`src/rtl/sevenseg_pkg.sv`:
```
// Shared segment patterns for the seven-segment multiplexer, in logical polarity {g,f,e,d,c,b,a}.
// Codes 10..15 are only used by the decoder when SEVENSEG_HEX_EN is defined.
package sevenseg_pkg;

    localparam logic [6:0] SEG_BLANK = 7'b0000000;
    localparam logic [6:0] SEG_0     = 7'b0111111;
    localparam logic [6:0] SEG_1     = 7'b0000110;
    localparam logic [6:0] SEG_2     = 7'b1011011;
    localparam logic [6:0] SEG_3     = 7'b1001111;
    localparam logic [6:0] SEG_4     = 7'b1100110;
    localparam logic [6:0] SEG_5     = 7'b1101101;
    localparam logic [6:0] SEG_6     = 7'b1111101;
    localparam logic [6:0] SEG_7     = 7'b0000111;
    localparam logic [6:0] SEG_8     = 7'b1111111;
    localparam logic [6:0] SEG_9     = 7'b1101111;
    localparam logic [6:0] SEG_A     = 7'b1110111;
    localparam logic [6:0] SEG_B     = 7'b1111100;
    localparam logic [6:0] SEG_C     = 7'b0111001;
    localparam logic [6:0] SEG_D     = 7'b1011110;
    localparam logic [6:0] SEG_E     = 7'b1111001;
    localparam logic [6:0] SEG_F     = 7'b1110001;

endpackage

```
`src/rtl/sevenseg_if.sv`:
```
// Data/display bundle of the seven-segment multiplexer; the host side is the master,
// the multiplexer is the slave.
interface sevenseg_if #(
    parameter int NUM_DIGITS = 4
);
    logic                      load;
    logic [4*NUM_DIGITS-1:0]   bcd_in;
    logic [NUM_DIGITS-1:0]     dp_in;
    logic                      blank_lz;
    logic [6:0]                seg;
    logic                      dp;
    logic [NUM_DIGITS-1:0]     an;
    logic                      frame_done;
    logic                      pending;

    modport master (
        output load, bcd_in, dp_in, blank_lz,
        input  seg, dp, an, frame_done, pending
    );

    modport slave (
        input  load, bcd_in, dp_in, blank_lz,
        output seg, dp, an, frame_done, pending
    );
endinterface

```
`src/rtl/sevenseg_decode.sv`:
```
// Combinational 4-bit code to logical segment pattern.
// Build option: define SEVENSEG_HEX_EN to show A..F for codes 10..15 (blank otherwise).
module sevenseg_decode
    import sevenseg_pkg::*;
(
    input  logic [3:0] code,
    output logic [6:0] seg
);

    always_comb begin
        seg = SEG_BLANK;
        case (code)
            4'd0:  seg = SEG_0;
            4'd1:  seg = SEG_1;
            4'd2:  seg = SEG_2;
            4'd3:  seg = SEG_3;
            4'd4:  seg = SEG_4;
            4'd5:  seg = SEG_5;
            4'd6:  seg = SEG_6;
            4'd7:  seg = SEG_7;
            4'd8:  seg = SEG_8;
            4'd9:  seg = SEG_9;
`ifdef SEVENSEG_HEX_EN
            4'd10: seg = SEG_A;
            4'd11: seg = SEG_B;
            4'd12: seg = SEG_C;
            4'd13: seg = SEG_D;
            4'd14: seg = SEG_E;
            4'd15: seg = SEG_F;
`else
            default: seg = SEG_BLANK;
`endif
        endcase
    end

endmodule

```
`src/rtl/sevenseg_mux.sv`:
```
// Time-multiplexed seven-segment driver with frame-synchronous data update and leading-zero blanking.
// Build option: SEVENSEG_HEX_EN (hex digits, handled inside sevenseg_decode).
module sevenseg_mux
    import sevenseg_pkg::*;
#(
    parameter int NUM_DIGITS  = 4,
    parameter int REFRESH_DIV = 100000,
    parameter int ACTIVE_LOW  = 0
) (
    input  logic       clk,
    input  logic       rst_n,
    sevenseg_if.slave  bus
);

    localparam int PW = (REFRESH_DIV > 1) ? $clog2(REFRESH_DIV) : 1;
    localparam int IW = (NUM_DIGITS > 1) ? $clog2(NUM_DIGITS) : 1;
    localparam int BW = 4 * NUM_DIGITS;
    localparam logic [6:0]            SEG_OFF = (ACTIVE_LOW != 0) ? 7'h7F : 7'h00;
    localparam logic                  DP_OFF  = (ACTIVE_LOW != 0);
    localparam logic [NUM_DIGITS-1:0] AN_OFF  = (ACTIVE_LOW != 0) ? {NUM_DIGITS{1'b1}} : {NUM_DIGITS{1'b0}};

    logic [PW-1:0]         presc;
    logic [IW-1:0]         idx, idx_next;
    logic [BW-1:0]         disp_bcd, disp_bcd_next, shd_bcd, shd_bcd_next;
    logic [NUM_DIGITS-1:0] disp_dp, disp_dp_next, shd_dp, shd_dp_next;
    logic                  disp_blz, disp_blz_next, shd_blz, shd_blz_next;
    logic                  pending_q, pending_next, frame_q;
    logic                  tick, wrap;
    logic [3:0]            sel_code;
    logic                  sel_blank, sel_dp, zero_run;
    logic [NUM_DIGITS-1:0] an_log, an_q;
    logic [6:0]            dec_seg, seg_log, seg_q;
    logic                  dp_q;

    assign tick     = (presc == PW'(REFRESH_DIV - 1));
    assign wrap     = tick && (idx == IW'(NUM_DIGITS - 1));
    assign idx_next = tick ? (wrap ? '0 : idx + IW'(1)) : idx;

    // A load landing on the frame boundary bypasses the shadow entirely
    always_comb begin
        disp_bcd_next = disp_bcd;
        disp_dp_next  = disp_dp;
        disp_blz_next = disp_blz;
        shd_bcd_next  = shd_bcd;
        shd_dp_next   = shd_dp;
        shd_blz_next  = shd_blz;
        pending_next  = pending_q;
        if (bus.load && wrap) begin
            disp_bcd_next = bus.bcd_in;
            disp_dp_next  = bus.dp_in;
            disp_blz_next = bus.blank_lz;
            pending_next  = 1'b0;
        end else if (wrap && pending_q) begin
            disp_bcd_next = shd_bcd;
            disp_dp_next  = shd_dp;
            disp_blz_next = shd_blz;
            pending_next  = 1'b0;
        end else if (bus.load) begin
            shd_bcd_next  = bus.bcd_in;
            shd_dp_next   = bus.dp_in;
            shd_blz_next  = bus.blank_lz;
            pending_next  = 1'b1;
        end
    end

    // Outputs are built from next-state values so they move together with the index
    always_comb begin
        sel_code  = 4'd0;
        sel_blank = 1'b0;
        sel_dp    = 1'b0;
        zero_run  = 1'b1;
        an_log    = '0;
        for (int k = NUM_DIGITS - 1; k >= 0; k--) begin
            zero_run = zero_run && (disp_bcd_next[4*k +: 4] == 4'd0);
            an_log[k] = (idx_next == IW'(k));
            if (idx_next == IW'(k)) begin
                sel_code  = disp_bcd_next[4*k +: 4];
                sel_dp    = disp_dp_next[k];
                sel_blank = disp_blz_next && (k != 0) && zero_run;
            end
        end
    end

    sevenseg_decode u_decode (
        .code (sel_code),
        .seg  (dec_seg)
    );

    assign seg_log = sel_blank ? SEG_BLANK : dec_seg;

    always_ff @(posedge clk or negedge rst_n) begin
        if (!rst_n) begin
            presc     <= '0;
            idx       <= '0;
            disp_bcd  <= '0;
            disp_dp   <= '0;
            disp_blz  <= 1'b0;
            shd_bcd   <= '0;
            shd_dp    <= '0;
            shd_blz   <= 1'b0;
            pending_q <= 1'b0;
            frame_q   <= 1'b0;
            seg_q     <= SEG_OFF;
            dp_q      <= DP_OFF;
            an_q      <= AN_OFF;
        end else begin
            presc     <= tick ? '0 : presc + PW'(1);
            idx       <= idx_next;
            disp_bcd  <= disp_bcd_next;
            disp_dp   <= disp_dp_next;
            disp_blz  <= disp_blz_next;
            shd_bcd   <= shd_bcd_next;
            shd_dp    <= shd_dp_next;
            shd_blz   <= shd_blz_next;
            pending_q <= pending_next;
            frame_q   <= wrap;
            seg_q     <= seg_log ^ SEG_OFF;
            dp_q      <= sel_dp ^ DP_OFF;
            an_q      <= an_log ^ AN_OFF;
        end
    end

    assign bus.seg        = seg_q;
    assign bus.dp         = dp_q;
    assign bus.an         = an_q;
    assign bus.frame_done = frame_q;
    assign bus.pending    = pending_q;

endmodule

```
`src/flat_wrapper.sv`:
```
// flat-port wrapper written by rule: the top's interface ports become plain ports
module sevenseg_mux_flat import sevenseg_pkg::*;
#(
    parameter int NUM_DIGITS  = 4,
    parameter int REFRESH_DIV = 100000,
    parameter int ACTIVE_LOW  = 0
)
  (clk, rst_n, bus_load, bus_bcd_in, bus_dp_in, bus_blank_lz, bus_seg, bus_dp, bus_an, bus_frame_done, bus_pending);
  sevenseg_if #(.NUM_DIGITS(NUM_DIGITS)) bus_i ();
  input  logic clk;
  input  logic rst_n;
  input wire logic [$bits(bus_i.load)-1:0] bus_load;
  input wire logic [$bits(bus_i.bcd_in)-1:0] bus_bcd_in;
  input wire logic [$bits(bus_i.dp_in)-1:0] bus_dp_in;
  input wire logic [$bits(bus_i.blank_lz)-1:0] bus_blank_lz;
  output wire logic [$bits(bus_i.seg)-1:0] bus_seg;
  output wire logic [$bits(bus_i.dp)-1:0] bus_dp;
  output wire logic [$bits(bus_i.an)-1:0] bus_an;
  output wire logic [$bits(bus_i.frame_done)-1:0] bus_frame_done;
  output wire logic [$bits(bus_i.pending)-1:0] bus_pending;
  assign bus_i.load = bus_load;
  assign bus_i.bcd_in = bus_bcd_in;
  assign bus_i.dp_in = bus_dp_in;
  assign bus_i.blank_lz = bus_blank_lz;
  assign bus_seg = bus_i.seg;
  assign bus_dp = bus_i.dp;
  assign bus_an = bus_i.an;
  assign bus_frame_done = bus_i.frame_done;
  assign bus_pending = bus_i.pending;
  sevenseg_mux #(.NUM_DIGITS(NUM_DIGITS), .REFRESH_DIV(REFRESH_DIV), .ACTIVE_LOW(ACTIVE_LOW)) u_core (.clk(clk), .rst_n(rst_n), .bus(bus_i));
endmodule
```
`config.mk`:
```
export PLATFORM = sky130hd
export DESIGN_NAME = sevenseg_mux_flat
export DESIGN_NICKNAME = d
export VERILOG_FILES = /design/src/rtl/sevenseg_pkg.sv /design/src/rtl/sevenseg_if.sv /design/src/rtl/sevenseg_decode.sv /design/src/rtl/sevenseg_mux.sv /design/src/flat_wrapper.sv
export SDC_FILE = /design/constraint.sdc
export NUM_CORES = 1
export LEC_CHECK = 0
export ABC_AREA = 1
export CORE_ASPECT_RATIO = 0.8
export CORE_MARGIN = 5
export CORE_UTILIZATION = 30
export DETAILED_ROUTE_END_ITERATION = 6
export GPL_ROUTABILITY_DRIVEN = 1
export GPL_TIMING_DRIVEN = 0
export PLACE_DENSITY = 0.58
export SYNTH_ARGS = -nofsm -noshare
export SYNTH_HDL_FRONTEND = slang
export SYNTH_SLANG_ARGS = --single-unit
export TNS_END_PERCENT = 5
```
`constraint.sdc`:
```
create_clock -name clk -period 6.74 [get_ports clk]
set_input_delay 2.022 -clock clk [delete_from_list [all_inputs] [get_ports clk]]
set_output_delay 2.022 -clock clk [all_outputs]
set_load 0.01 [all_outputs]
```
==> results.py <==
metrics = {
    "run_status": {
        "outcome": "finished clean",
    },
    "synth": {
        "synth-edff-count": 0,
        "async_flop_share": 1.00,
        "yosysUniqueCellTypes": 35,
        "yosysTopAreaCell": "dfrtp_1",
        "ys_seq_area_frac": 0.466,
        "netlist.area_leader.share": 0.466,
        "synth_mux_area_frac": 0.0196,
        "synth_fp_nets": 522,
        "ys.flop_type": "dfrtp_1",
        "synth-seq-cells": 75,
        "synth-xor-area-share": 0.00652,
        "syn-cell-area_um2": 4030,
        "syn_inst": 491,
        "synth_compound_area_frac": 0.0556,
        "synth_simple_gate_area_share": 0.340,
        "synthAdderAreaFrac": 0.0217,
        "synthTopCellsByArea": "dfrtp_1 47%, nand2_1 12%, inv_1 6.0%, nand3_1 5.5%, nor2_1 3.7%",
        "synth_top_family_by_area": "simple AND/OR/NAND/NOR gates",
        "yosys_warnings": 0,
        "avgSynthCellArea_um2": 8.21,
    },
    "critical_path": {
        "end_kind": "register",
        "path_class": "input port to register",
        "cp_max_fo": 10,
        "timing.rr.start": "u_core.presc[0]$_DFF_PN0_",
        "worstPathRequired_ns": 7.01,
        "cp-start-kind": "input port",
        "cp.arrival_ns": 4.04,
        "crit_path_start": "bus_load",
    },
    "floorplanning": {
        "die_h_um": 114,
        "die_w_um": 140,
        "core_um2": 13000,
        "io_pins": 38,
        "start_util": 0.310,
        "dieArea_um2": 15900,
        "rows": 37,
    },
    "placement": {
        "pre_cts_ws_ns": 2.62,
        "place_area_um2": 4640,
        "io_buffer_count": 36,
        "gp_congestion": 0.843,
        "place_hpwl_mm": 7.21,
    },
    "route": {
        "wl_mm": 9.99,
        "viasPerCell": 4.64,
        "drt-pass1-iter-count": 4,
        "post_drt_wl_per_cell_um": 13.9,
        "antenna_left": 0,
        "drc_errors": 0,
        "drt_iter0_markers": 176,
        "route.vias.total": 3330,
    },
    "sta": {
        "worst_slack_ns": 2.97,
        "fin_crit_sh": 0.559,
        "hold_violations": 0,
        "fin_skew_ns": 0.00483,
        "slew_headroom": 0.618,
        "fmax_ghz": 0.265,
        "tightest_slew_ns": 0.573,
        "fin_crit_ns": 3.77,
        "maxSlewViolCount": 0,
        "rsz0062_at_grt": "false",
        "setup_violations": 0,
        "finalSetupTns_ns": 0,
    },
    "power_and_ir_drop": {
        "p_leak_nw": 2.39,
        "p_per_area_nw_per_um2": 194,
        "vdd_drop_max_mv": 0.114,
    },
    "grt": {
        "antenna_found_initial": 0,
        "grt_use_total": 0.133,
        "grt_pass1_wl_mm": 16.9,
        "grt_overflow": 0,
        "grt_pass1_vias": 3336,
        "grt_start_max_net_pins": 53,
    },
    "finish": {
        "antennaDiodeCount": 0,
        "drive_above_1_share": 0.168,
        "design_area_um2": 4900,
        "nets": 570,
        "areaGrowthSynthToFinish_pct": 21.7,
        "fin_util": 0.377,
    },
    "clock_tree": {
        "cts_tree": "built",
        "insertion_delay_ns": 0.34,
        "cts_resized": 0,
        "clk_pin_slew_ns": 0.06,
        "clock-sinks": 75,
        "h-tree-depth": 3,
        "cts_buffers": 9,
        "cts-root-buf": "clkbuf_16",
        "clock_path_buffers": 2,
        "post-cts-setup-buffer-count": 0,
        "holdBufCountCts": 0,
    },
    "job": {
        "drv_cap": 0,
    },
    "min_path": {
        "min-delay-start": "u_core.shd_bcd[12]$_DFFE_PN0P_",
        "holdCritPathClass": "register to register",
    },
}
-- area by class of cell --
| type | count | area [um2] |
|---|---|---|
| fillers | 1291 | 8100 |
| flip-flops and latches | 75 | 1880 |
| multi-input cells | 328 | 1790 |
| repair buffers | 37 | 385 |
| inverters | 76 | 288 |
| clock buffers | 10 | 239 |
| well taps | 175 | 219 |
| plain buffers | 12 | 78.8 |
| clock inverters | 5 | 30.0 |
-- cells in the mapped netlist (4+ instances only) --
cell type  count
a21oi_1        6
a31oi_1        5
and2_1         5
clkbuf_1       4
dfrtp_1       75
ha_1           7
inv_1         64
inv_2         10
mux2_2         7
nand2_1      124
nand2_2        8
nand3_1       44
nand3_2        8
nand3b_1       4
nand4_1       12
nor2_1        40
nor2_2        14
nor2_4         5
o21ai_0       18
-- worst max-delay path: stages --
cell      delay, ns
clkbuf_1       0.36
nand3_4        0.14
buf_4          0.21
buf_2          0.19
nand3_1        0.09
nand3_1        0.08
nand4_1        0.20
inv_1          0.11
ha_1           0.31
nor2_2         0.14
nor2_1         0.07
nor2_2         0.09
-- path summary, 6_finish.rpt --
check	to	slack, ns	depth (start not counted)
worst min-delay path	u_core.shd_bcd[12]$_DFFE_PN0P_	0.50	2
worst max register to register	u_core.bus.seg[3]$_DFF_PN0_	3.88	16
max in group asynchronous	u_core.presc[4]$_DFF_PN0_	4.57	2
worst max-delay path	u_core.bus.seg[3]$_DFF_PN0_	2.97	12
min in group asynchronous	u_core.bus.an[2]$_DFF_PN0_	1.60	1
worst min register to register	u_core.shd_bcd[12]$_DFFE_PN0P_	0.50	2
-- report_power, final --
part	switching [mW]	internal, mW
Clock	0.184	0.255
Combinational	0.0241	0.0208
Sequential	0.00628	0.462
Total	0.214	0.738
-- logic make-up after synthesis --
group                    Yosys count
multiplexers                       7
XOR/XNOR                           3
flip-flops                        75
AO/OA/AOI/OAI                     37
adder cells (fa/ha/maj)            7
buffers and inverters             88
AND/OR/NAND/NOR                  274
-- through the flow --
step / instances / hold WS (ns) / power (mW)
floorplan: 491 / 0.453 / 0.490
global placement: 702 / 0.468 / 0.519
detailed placement: 703 / 0.474 / 0.522
CTS: 718 / 0.489 / 0.965
global route: 718 / 0.513 / 0.988
finish: 718 / 0.495 / 0.952
-- cells in the final DEF, fill, tap and decap left out, types with 4 or more instances in the layout --
cell type / instances
nand2_1: 124
dfrtp_1: 75
inv_1: 64
nand3_1: 44
nor2_1: 40
clkdlybuf4s50_1: 35
o21ai_0: 18
nor2_2: 14
nand4_1: 12
inv_2: 10
clkbuf_16: 9
nand3_2: 8
nand2_2: 8
mux2_2: 7
ha_1: 7
a21oi_1: 6
nor2_4: 5
clkinv_2: 5
and2_1: 5
a31oi_1: 5
clkbuf_1: 4
nand3b_1: 4
-- flip-flops by register name (all words and copies together) (netlist names) --
name / count
u_core.bus.an: 4
u_core.bus.dp: 1
u_core.bus.frame_done: 1
u_core.bus.pending: 1
u_core.bus.seg: 7
u_core.disp_bcd: 16
u_core.disp_blz: 1
u_core.disp_dp: 4
u_core.idx: 2
u_core.presc: 17
u_core.shd_bcd: 16
u_core.shd_blz: 1
u_core.shd_dp: 4
-- layer usage --
| metal | part of all wire | vias up | global-route usage |
|---|---|---|---|
| met5 | 0 | - | 0 |
| met4 | 0.016 | 0 | 0.0400 |
| met3 | 0.051 | 14 | 0.0352 |
| met2 | 0.43 | 78 | 0.202 |
| met1 | 0.50 | 1589 | 0.186 |
| li1 | - | 1649 | - |
No activity file was read; power rests on OpenSTA's default activity.
